**src/rtl/postproc.sv**
```systemverilog
// Output recombiner for the 2-parallel fast FIR: rebuilds Y0/Y1 from the three
// subfilter results and serializes them as one sample per cycle.
module postproc #(
  parameter int DWIDTH  = 16,
  parameter int DDWIDTH = 2 * DWIDTH,
  parameter int OWIDTH  = DDWIDTH + 2
) (
  input  logic                      clk,
  input  logic                      rst,
  input  logic                      in_valid,
  output logic                      in_ready,
  input  logic signed [0:DDWIDTH-1] y0_in,
  input  logic signed [0:DDWIDTH-1] y1_in,
  input  logic signed [0:DDWIDTH-1] y01_in,
  output logic                      out_valid,
  output logic signed [0:OWIDTH-1]  data_out,
  output logic                      out_phase
);

  if (DDWIDTH < 2 * DWIDTH || OWIDTH < DDWIDTH + 2) begin : g_width_guard
    $error("postproc: OWIDTH too narrow for exact recombination");
  end

  typedef enum logic [1:0] {IDLE, EMIT_EVEN, EMIT_ODD} state_e;

  state_e state_q, state_d;

  logic signed [OWIDTH-1:0] y1_dly_q;
  logic signed [OWIDTH-1:0] hold_y0_q;
  logic signed [OWIDTH-1:0] hold_y1_q;

  logic signed [OWIDTH-1:0] y0_ext, y1_ext, y01_ext;
  logic                     accept;

  // Bit 0 is the MSB of each input, so it is the sign bit to replicate.
  assign y0_ext  = {{(OWIDTH - DDWIDTH){y0_in[0]}},  y0_in};
  assign y1_ext  = {{(OWIDTH - DDWIDTH){y1_in[0]}},  y1_in};
  assign y01_ext = {{(OWIDTH - DDWIDTH){y01_in[0]}}, y01_in};

  assign accept = in_valid && in_ready;

  // NOTE: sequential state uses non-blocking assignments so every register
  // samples the pre-edge values, independent of statement order.
  always_ff @(posedge clk) begin
    if (rst) begin
      state_q <= IDLE;
    end else begin
      state_q <= state_d;
    end
  end

  // NOTE: state_d gets a default first so no path leaves it unassigned,
  // which would otherwise infer a latch.
  always_comb begin
    state_d = state_q;
    unique case (state_q)
      IDLE:      if (in_valid) state_d = EMIT_EVEN;
      EMIT_EVEN: state_d = EMIT_ODD;
      EMIT_ODD:  state_d = in_valid ? EMIT_EVEN : IDLE;
      default:   state_d = IDLE;
    endcase
  end

  // The y1 delay advances per accepted block, not per cycle.
  always_ff @(posedge clk) begin
    if (rst) begin
      y1_dly_q  <= '0;
      hold_y0_q <= '0;
      hold_y1_q <= '0;
    end else if (accept) begin
      y1_dly_q  <= y1_ext;
      hold_y0_q <= y0_ext + y1_dly_q;
      hold_y1_q <= y01_ext - y0_ext - y1_ext;
    end
  end

  always_comb begin
    in_ready  = 1'b1;
    out_valid = 1'b0;
    out_phase = 1'b0;
    data_out  = hold_y1_q;
    unique case (state_q)
      EMIT_EVEN: begin
        in_ready  = 1'b0;
        out_valid = 1'b1;
        data_out  = hold_y0_q;
      end
      EMIT_ODD: begin
        out_valid = 1'b1;
        out_phase = 1'b1;
      end
      default: ;
    endcase
  end

endmodule

```
**config.mk**
```make
export PLATFORM = sky130hd
export DESIGN_NAME = postproc
export DESIGN_NICKNAME = d
export VERILOG_FILES = /design/src/rtl/postproc.sv
export SDC_FILE = /design/constraint.sdc
export NUM_CORES = 1
export LEC_CHECK = 0
export CAP_MARGIN = 20
export CORE_MARGIN = 4
export CORE_UTILIZATION = 60
export CTS_BUF_LIST = sky130_fd_sc_hd__clkbuf_8 sky130_fd_sc_hd__clkbuf_16
export CTS_CLUSTER_DIAMETER = 60
export DETAILED_ROUTE_END_ITERATION = 10
export DONT_BUFFER_PORTS = 1
export GPL_TIMING_DRIVEN = 1
export PLACE_DENSITY = 0.76
export SLEW_MARGIN = 20
export SYNTH_ARGS = -nofsm -noshare
export SYNTH_HDL_FRONTEND = slang
export SYNTH_SLANG_ARGS = --single-unit
```
**constraint.sdc**
```tcl
create_clock -name clk -period 3.9 [get_ports clk]
set_clock_uncertainty 0.05 [all_clocks]
set_input_delay 0 -clock clk [delete_from_list [all_inputs] [get_ports clk]]
set_output_delay 0 -clock clk [all_outputs]
set_load 0.05 [all_outputs]
```
==> results of run 1 <==
## layout make-up
type	count	area, µm²	area share, %
inverters	79	297	3.28
flip-flops and latches	101	2020	22.4
diodes	3	7.51	0.0830
clock inverters	6	63.8	0.706
repair buffers	48	490	5.43
well taps	176	220	2.44
clock buffers	9	225	2.49
multi-input cells	813	5710	63.2
## how the worst max path moves through the flow
stage,start,depth (start not counted),to,slack (ns)
after global placement,y0_in[31],14,hold_y1_q[30]$_SDFFE_PP0P_,0.78
final,y1_dly_q[0]$_SDFFE_PP0P_,11,hold_y0_q[28]$_SDFFE_PP0P_,0.79
after global routing,y1_dly_q[0]$_SDFFE_PP0P_,11,hold_y0_q[28]$_SDFFE_PP0P_,0.61
after CTS,y1_dly_q[0]$_SDFFE_PP0P_,11,hold_y0_q[28]$_SDFFE_PP0P_,0.80
after floorplan,y1_dly_q[0]$_SDFFE_PP0P_,11,hold_y0_q[28]$_SDFFE_PP0P_,1.03
after detailed placement,y0_in[31],14,hold_y1_q[30]$_SDFFE_PP0P_,0.73
## power by group through the flow
stage               clock network, mW  registers, mW  logic, mW
CTS                             0.917           1.21       1.70
finish                          0.910           1.22       1.72
detailed placement                  0           1.24       1.63
global route                    0.953           1.23       1.89
global placement                    0           1.23       1.62
floorplan                           0           1.22       1.33
## cell usage in the layout (no fill, tap or decap), types with 32 or more instances in the layout
cell type	count
nor2_1	59
o21ai_0	37
fa_1	33
nand2_1	182
dfxtp_1	101
mux2_2	32
dlygate4sd3_1	39
a21oi_1	121
ha_1	70
inv_1	79
## worst reg2reg max path: stages, from the launching register on
cell	delay, ns
dfxtp_1	0.31
ha_1	0.21
fa_1	0.45
a211oi_2	0.24
nor2_1	0.11
o31a_4	0.31
o41ai_4	0.37
o31ai_4	0.16
a221o_2	0.40
a41oi_2	0.20
nand4b_1	0.12
nand3_1	0.13
## flip-flops by register name, summed over array words and instances, names as in the netlist
name	cells
y1_dly_q	32
state_q	2
hold_y0_q	33
hold_y1_q	34
## metal layers
metal | global-route usage (%) | part of all wire, % | up-vias
met2 | 42.3 | 41 | 345
met5 | 0 | 0 | -
met3 | 5.93 | 11 | 22
li1 | - | - | 3634
met1 | 46.0 | 47 | 3486
met4 | 6.38 | 1.3 | 0
## metrics by stage
stage                     power [mW]  instance area [µm²]  hold WS [ns]  std cells  setup slack (ns)
final                           3.85                 9040       0.00748       1235             0.786
after global routing            4.07                 9030        0.0330       1232             0.608
after CTS                       3.83                 9030       0.00704       1232             0.796
after detailed placement        2.87                 8330        0.0289       1177             0.727
after global placement          2.85                 8330        0.0267       1177             0.780
after floorplan                 2.55                 8240        0.0860       1044              1.03
## kinds of logic after synthesis
logic type	share of synthesized area [%]
AND/OR/NAND/NOR	18.5
adder cells (fa/ha/maj)	18.8
buffers and inverters	6.23
AO/OA/AOI/OAI	22.5
XOR/XNOR	4.79
flip-flops	24.5
multiplexers	4.62
## cells in the mapped netlist, drive strengths merged, types with 5 or more instances
cell	count
o21ai	55
o31ai	6
nand2	183
o21bai	6
nor3	10
nand4	13
o21a	9
a21o	31
a41oi	5
ha	71
buf	20
nand3	23
nor2b	7
a21oi	121
xor2	17
nor2	59
o211ai	8
a211oi	18
fa	33
dfxtp	101
clkbuf	31
mux2	32
inv	79
or3	5
xnor2	28
nand2b	17
## timing repair
| item | 4_1_cts | 5_1_grt |
|---|---|---|
| endpoints found under the hold margin | 82 | 0 |
| hold buffers | 40 | 0 |
| buffers inserted | 0 | 0 |
==> key figures, run 1 <==
Setup path
  • CP max-delay cell: fa_1
  • CP max stage delay: approximately 0.45 ns
  • Critical Path RT: 4.15 ns
  • Critical Path Start Type: flip-flop
  • Worst Setup End Kind: flip-flop
  • Crit path buffers/inverters: 0
  • Reg2Reg Depth: 11
  • Critical path's top delay family: compound AO/OA/AOI/OAI gates
  • Worst EP arrival: approximately 3.4 ns
  • Worst reg-to-reg setup slack: a little under 0.8 ns
  • CP max FO: 4
  • Critical R2R Capture: hold_y0_q[28]$_SDFFE_PP0P_
  • Crit path kind: flip-flop to flip-flop
  • Critical Path, Cell by Cell: ha_1 -> fa_1 -> a211oi_2 -> nor2_1 -> o31a_4 -> o41ai_4 -> o31ai_4 -> a221o_2 -> a41oi_2 -> nand4b_1 -> nand3_1
  • R2R Path Start: y1_dly_q[0]$_SDFFE_PP0P_

Timing
  • Slew @ Worst Pin: 0.958 ns
  • Final setup fails: 0
  • Achievable Freq: approximately 320 MHz
  • Final critical-path share of the clock period: around 80%
  • RSZ-0062 raised after global routing: no
  • Final hold vios: 0
  • Setup_tns: 0 ns
  • Slew Limit Fails: 0
  • Slew margin rel.: roughly 36%
  • Min Clock Period, post-route: between 3 and 4 ns

Clock tree
  • TritonCTS buffer count: 9
  • Maximum buffer depth of the clock tree: 2
  • CTS root buf: clkbuf_16
  • Worst skew pair latency: 0.35 ns
  • Clk sinks: between 100 and 150
  • Cts repair resizes: 0
  • CTS tree: yes
  • CTS H-Tree Depth: 3
  • Clock transition at path regs: roughly 0.070 ns

Synth
  • Async S/R FF share, synth: 0%
  • Main flop type after synthesis: dfxtp_1
  • Distinct cells, synth: 67
  • Syn nets: around 1,200
  • Synth warnings: 0
  • Synth area leader: dfxtp_1
  • #FFs+latches synth: slightly above 100
  • Syn Std Cell Area: around 8000 µm²
  • Sequential share of the synthesized area: between 20% and 30%
  • Synth Instances: 1,044
  • Post-synth EDFFs: 0
  • Syn_area_per_cell: between 7 and 8 µm²
  • Top cells by area, synth: dfxtp_1 (25%), ha_1 (11%), nand2_1 (8.3%)
  • Post-synth top area share: between 20% and 30%

Finish
  • Area delta synth->final: 9.75%
  • Final #Nets: between 1,000 and 1,500
  • Layout cells sized above 1: about 7.1%
  • Post-layout util: between 60 and 70%
  • Fillers: around 1,200

Global routing
  • Vias in the first global route: roughly 7,100
  • Tot GR Track Use: ~30%
  • First-pass GRT wire length: roughly 38,000 µm
  • Overflow after GRT: 0
  • Initial antenna violation count: 1
  • Largest net degree at the start of global routing: 90

Worst hold path
  • Hold Path End: hold_y0_q[17]$_SDFFE_PP0P_
  • Hold Crit Class: input pin to flip-flop
  • Worst hold start: in_valid
  • Worst hold stages: 4

Floorplan
  • Die height: about 130 µm
  • Die area: between 15,000 and 20,000 µm²
  • Core Area: 13,300 µm²
  • Site Rows: 42
  • Initial core utilization: 61.7%
  • Num ports: between 100 and 150
  • Die width: between 100 and 150 µm

Detailed routing
  • Final antenna-violating net count: 0
  • Via density: 6.06
  • Total number of vias: ~7,500
  • DRC Markers: 0
  • DRT Pass-1 Iters: 5
  • Final WL: 23,300 µm
  • Starting DRC count in detailed routing: roughly 730
  • Routed wire per std cell: between 15 and 20 µm

Run status
  • Status: finished, final reports clean

Power
  • Static Leak: about 3.9 nW
  • Power per cell area: around 430 nW/µm²
  • Combinational share of power: around 45%
  • Internal: 2.26 mW
  • Switch Pwr: between 1.5 and 2 mW
  • Max VDD drop: 202 µV
  • Clk pwr share: approximately a quarter
  • Sequential power share: between 30% and 40%
  • Switching share of power: between 40% and 50%

Placement
  • DP Wirelength: 17,200 µm
  • Buffers on Ports: 0
  • Final GP Congestion: between 0.9 and 1

Job
  • Max-Cap Viols: 0
No activity file was read; power rests on OpenSTA's default activity.
==> run 2, diff against run 1 <==
Settings changed: ABC_AREA from default to 1, PLACE_DENSITY 0.76 to 0.79.
Clock period 3.9 ns to 2.7 ns, I/O delays scaled along.
==> run 2 against run 1 <==
Cell count rose by 47%. Combinational power is 81% higher. Global-route usage increased by 6.4 points. Utilization up 1.6 points. Die area grew 14%. Cell area grew 17%. Worst hold slack got worse by 0.0013 ns. First-iteration DRC count increased by 23%. Critical endpoint is now hold_y1_q[22]$_SDFFE_PP0P_.
==> key figures, run 2 <==
Run status
  • Status: finished, final reports clean

Detailed routing
  • Final WL: ~32,000 µm
  • Final antenna-violating net count: 0
  • DRC Markers: 0
  • Via density: 5.50
  • Routed wire per std cell: roughly 18 µm
  • Wire length on met1: approximately 13,000 µm
  • Top routing layer in use: met4
  • DRT Pass-1 Iters: 7
  • Met2 WL: about 15,000 µm
  • Starting DRC count in detailed routing: around 900
  • Total number of vias: around 10,000
  • DR WL met3: 2850 µm

Clock tree
  • Worst skew pair latency: 0.37 ns
  • CTS root buf: clkbuf_16
  • Buffer count from post-CTS setup fixing: 0
  • CTS H-Tree Depth: 3
  • Clock transition at path regs: ~0.080 ns
  • Clk sinks: about 100
  • Maximum buffer depth of the clock tree: 2
  • TritonCTS buffer count: 9
  • CTS tree: yes

Setup path
  • Worst reg-to-reg setup slack: around 0.51 ns
  • Critical R2R Capture: hold_y0_q[29]$_SDFFE_PP0P_
  • Reg2Reg Depth: 11
  • Crit path kind: input pin to flip-flop
  • Critical Path Start Type: input pin
  • Critical Path RT: just under 3 ns
  • R2R Path Start: y1_dly_q[12]$_SDFFE_PP0P_
  • Worst Setup End Kind: flip-flop
  • CP max FO: 5
  • Worst EP arrival: 2.70 ns

Timing
  • Slew Limit Fails: 0
  • Slew margin rel.: between 30% and 40%
  • Final worst slack: roughly 0.22 ns
  • Final hold vios: 0
  • Achievable Freq: approximately 400 MHz
  • Final setup fails: 0
  • Slew @ Worst Pin: roughly 1.0 ns
  • RSZ-0062 raised after global routing: no
  • Tightest hold margin: 0.00619 ns
  • Min Clock Period, post-route: 2.48 ns
  • Setup_tns: 0 ns
  • Final critical-path share of the clock period: roughly nine tenths

Synth
  • Synth area leader: dfxtp_1
  • Mux contribution to synthesized area: 0%
  • Post-synth top cells: nand2_1 (375), inv_1 (321), nor2_1 (159)
  • XOR/XNOR Fraction of Synth Area: around 2.3%
  • #FFs+latches synth: between 100 and 150
  • Synth Instances: between 1,500 and 2,000
  • Main flop type after synthesis: dfxtp_1
  • Syn_area_per_cell: roughly 6.1 µm²
  • Syn Std Cell Area: 9440 µm²
  • Synthesized-area fraction occupied by adder cells: between 10% and 20%
  • Sequential share of the synthesized area: a little over a fifth
  • Distinct cells, synth: 30
  • Post-synth EDFFs: 0
  • Compound-Gate Fraction of Synth Area: between 10% and 20%
  • Async S/R FF share, synth: 0%
  • Syn nets: 1,761
  • Simple-gate area share of the yosys netlist: 29.2%
  • Synth warnings: 0
  • Top cells by area, synth: dfxtp_1 (21%), nand2_1 (15%), inv_1 (13%)
  • Largest family of logic cells by synthesized area: simple AND/OR/NAND/NOR gates
  • Most frequent cell after synthesis: nand2_1
  • Post-synth top area share: about 21%

Global routing
  • Initial antenna violation count: 0
  • Overflow after GRT: 0
  • Largest net degree at the start of global routing: 74
  • First-pass GRT wire length: around 50,000 µm
  • Vias in the first global route: ~9,400
  • Tot GR Track Use: between 30% and 40%

Floorplan
  • Initial core utilization: about three fifths
  • Site Rows: 45
  • Die width: ~130 µm
  • Core Area: between 15,000 and 20,000 µm²
  • Die height: between 100 and 150 µm
  • Num ports: between 100 and 150
  • Die area: 17,800 µm²

Placement
  • DP Wirelength: roughly 25,000 µm
  • Pre-CTS setup slack: approximately 0.13 ns
  • Buffers on Ports: 0
  • Final GP Congestion: about 0.99

Finish
  • Max reg flops: 34
  • Largest registers: hold_y1_q (34), hold_y0_q (33), y1_dly_q (32)
  • # diodes: 0
  • Area delta synth->final: 12.4%
  • Post-layout util: slightly below 70%
  • Most frequent cells in the layout: nand2_1 (375), inv_1 (321), nor2_1 (159)
  • Layout cells sized above 1: 5.16%
  • Final #Nets: 1,808
  • Fillers: 1,434
  • Top reg by flops: hold_y1_q
  • Commonest non-fill, non-tap cell in the layout: nand2_1

Worst hold path
  • Hold Path End: hold_y0_q[17]$_SDFFE_PP0P_
  • Worst hold stages: 4
  • Hold Crit Class: input pin to flip-flop
  • Worst hold start: rst

Power
  • Static Leak: ~5.8 nW
  • Clk pwr share: 24.4%
  • Switch Pwr: between 2 and 3 mW
  • Max VDD drop: about 350 µV
  • Power per cell area: approximately 610 nW/µm²
  • Switching share of power: 44.3%
  • Tot Pwr: roughly 6.5 mW
  • Internal: 3.60 mW
  • Combinational share of power: between 40% and 50%
  • Sequential power share: 27.4%

Job
  • Max-Cap Viols: 0
==> run 2: worst max path at each step <==
stage                                       to  depth (start not counted)  slack (ns)               startpoint
global route        hold_y1_q[29]$_SDFFE_PP0P_                         15        0.03                y1_in[19]
CTS                 hold_y1_q[21]$_SDFFE_PP0P_                         15        0.27                y1_in[19]
detailed placement  hold_y1_q[22]$_SDFFE_PP0P_                         20        0.13                y0_in[31]
finish              hold_y1_q[22]$_SDFFE_PP0P_                         16        0.22                y1_in[28]
global placement    hold_y1_q[22]$_SDFFE_PP0P_                         20        0.21                y0_in[31]
floorplan                         data_out[16]                          5        0.24  state_q[1]$_SDFFE_PP0P_
==> run 2: area by class of cell <==
cell class	count	area (µm²)	area share, %
Multi-Input combinational cell	1096	6060	57.1
Sequential cell	101	2020	19.1
Inverter	323	1210	11.4
Timing Repair Buffer	74	706	6.65
Tap cell	211	264	2.49
Clock buffer	10	239	2.25
Clock inverter	5	108	1.01
==> run 2: cell families (layout without fill, tap and decap cells) <==
logic type | count (synthesis) | count (layout)
buffers and inverters | 361 | 412
xor gates and xnor gates | 25 | 25
and+or+nand+nor | 671 | 671
AOI/OAI and AO/OA | 296 | 296
adders and majority gates | 104 | 104
DFF | 101 | 101
==> run 2: per-layer routing <==
metal	GRT usage, %	vias to the layer above
li1	-	4940
met2	59.4	426
met5	0	-
met4	18.7	0
met1	43.0	4536
met3	9.86	108
==> run 2: what timing repair did <==
item | 4_1_cts | 5_1_grt
endpoints found under the setup margin | 0 | 3
hold endpoints to repair | 89 | 0
resized for setup | 0 | 1
hold buffers | 38 | 0
==> run 2: metrics by stage <==
step	instance area [µm²]	std cells
floorplan	9440	1558
global placement	9860	1767
detailed placement	9860	1767
CTS	10600	1820
global route	10600	1820
finish	10600	1820
==> run 2: power groups by stage <==
| stage | Sequential (mW) | Clock [mW] | Combinational (mW) |
|---|---|---|---|
| after floorplan | 1.76 | 0 | 2.21 |
| after global placement | 1.79 | 0 | 2.94 |
| after detailed placement | 1.80 | 0 | 2.97 |
| after CTS | 1.76 | 1.59 | 3.06 |
| after global routing | 1.78 | 1.64 | 3.43 |
| final | 1.77 | 1.58 | 3.11 |
==> run 2: critical path, stage by stage <==
cell           delay (ns)
dlygate4sd3_1        0.54
inv_1                0.11
fa_1                 0.43
ha_1                 0.39
a21oi_1              0.25
nand2_1              0.21
nand2_1              0.12
nand2_2              0.08
nand3_1              0.09
nand2_2              0.09
nand2_1              0.09
nand2_1              0.06
nand2_1              0.06
nand3_1              0.06
nand2_1              0.07
inv_1                0.04
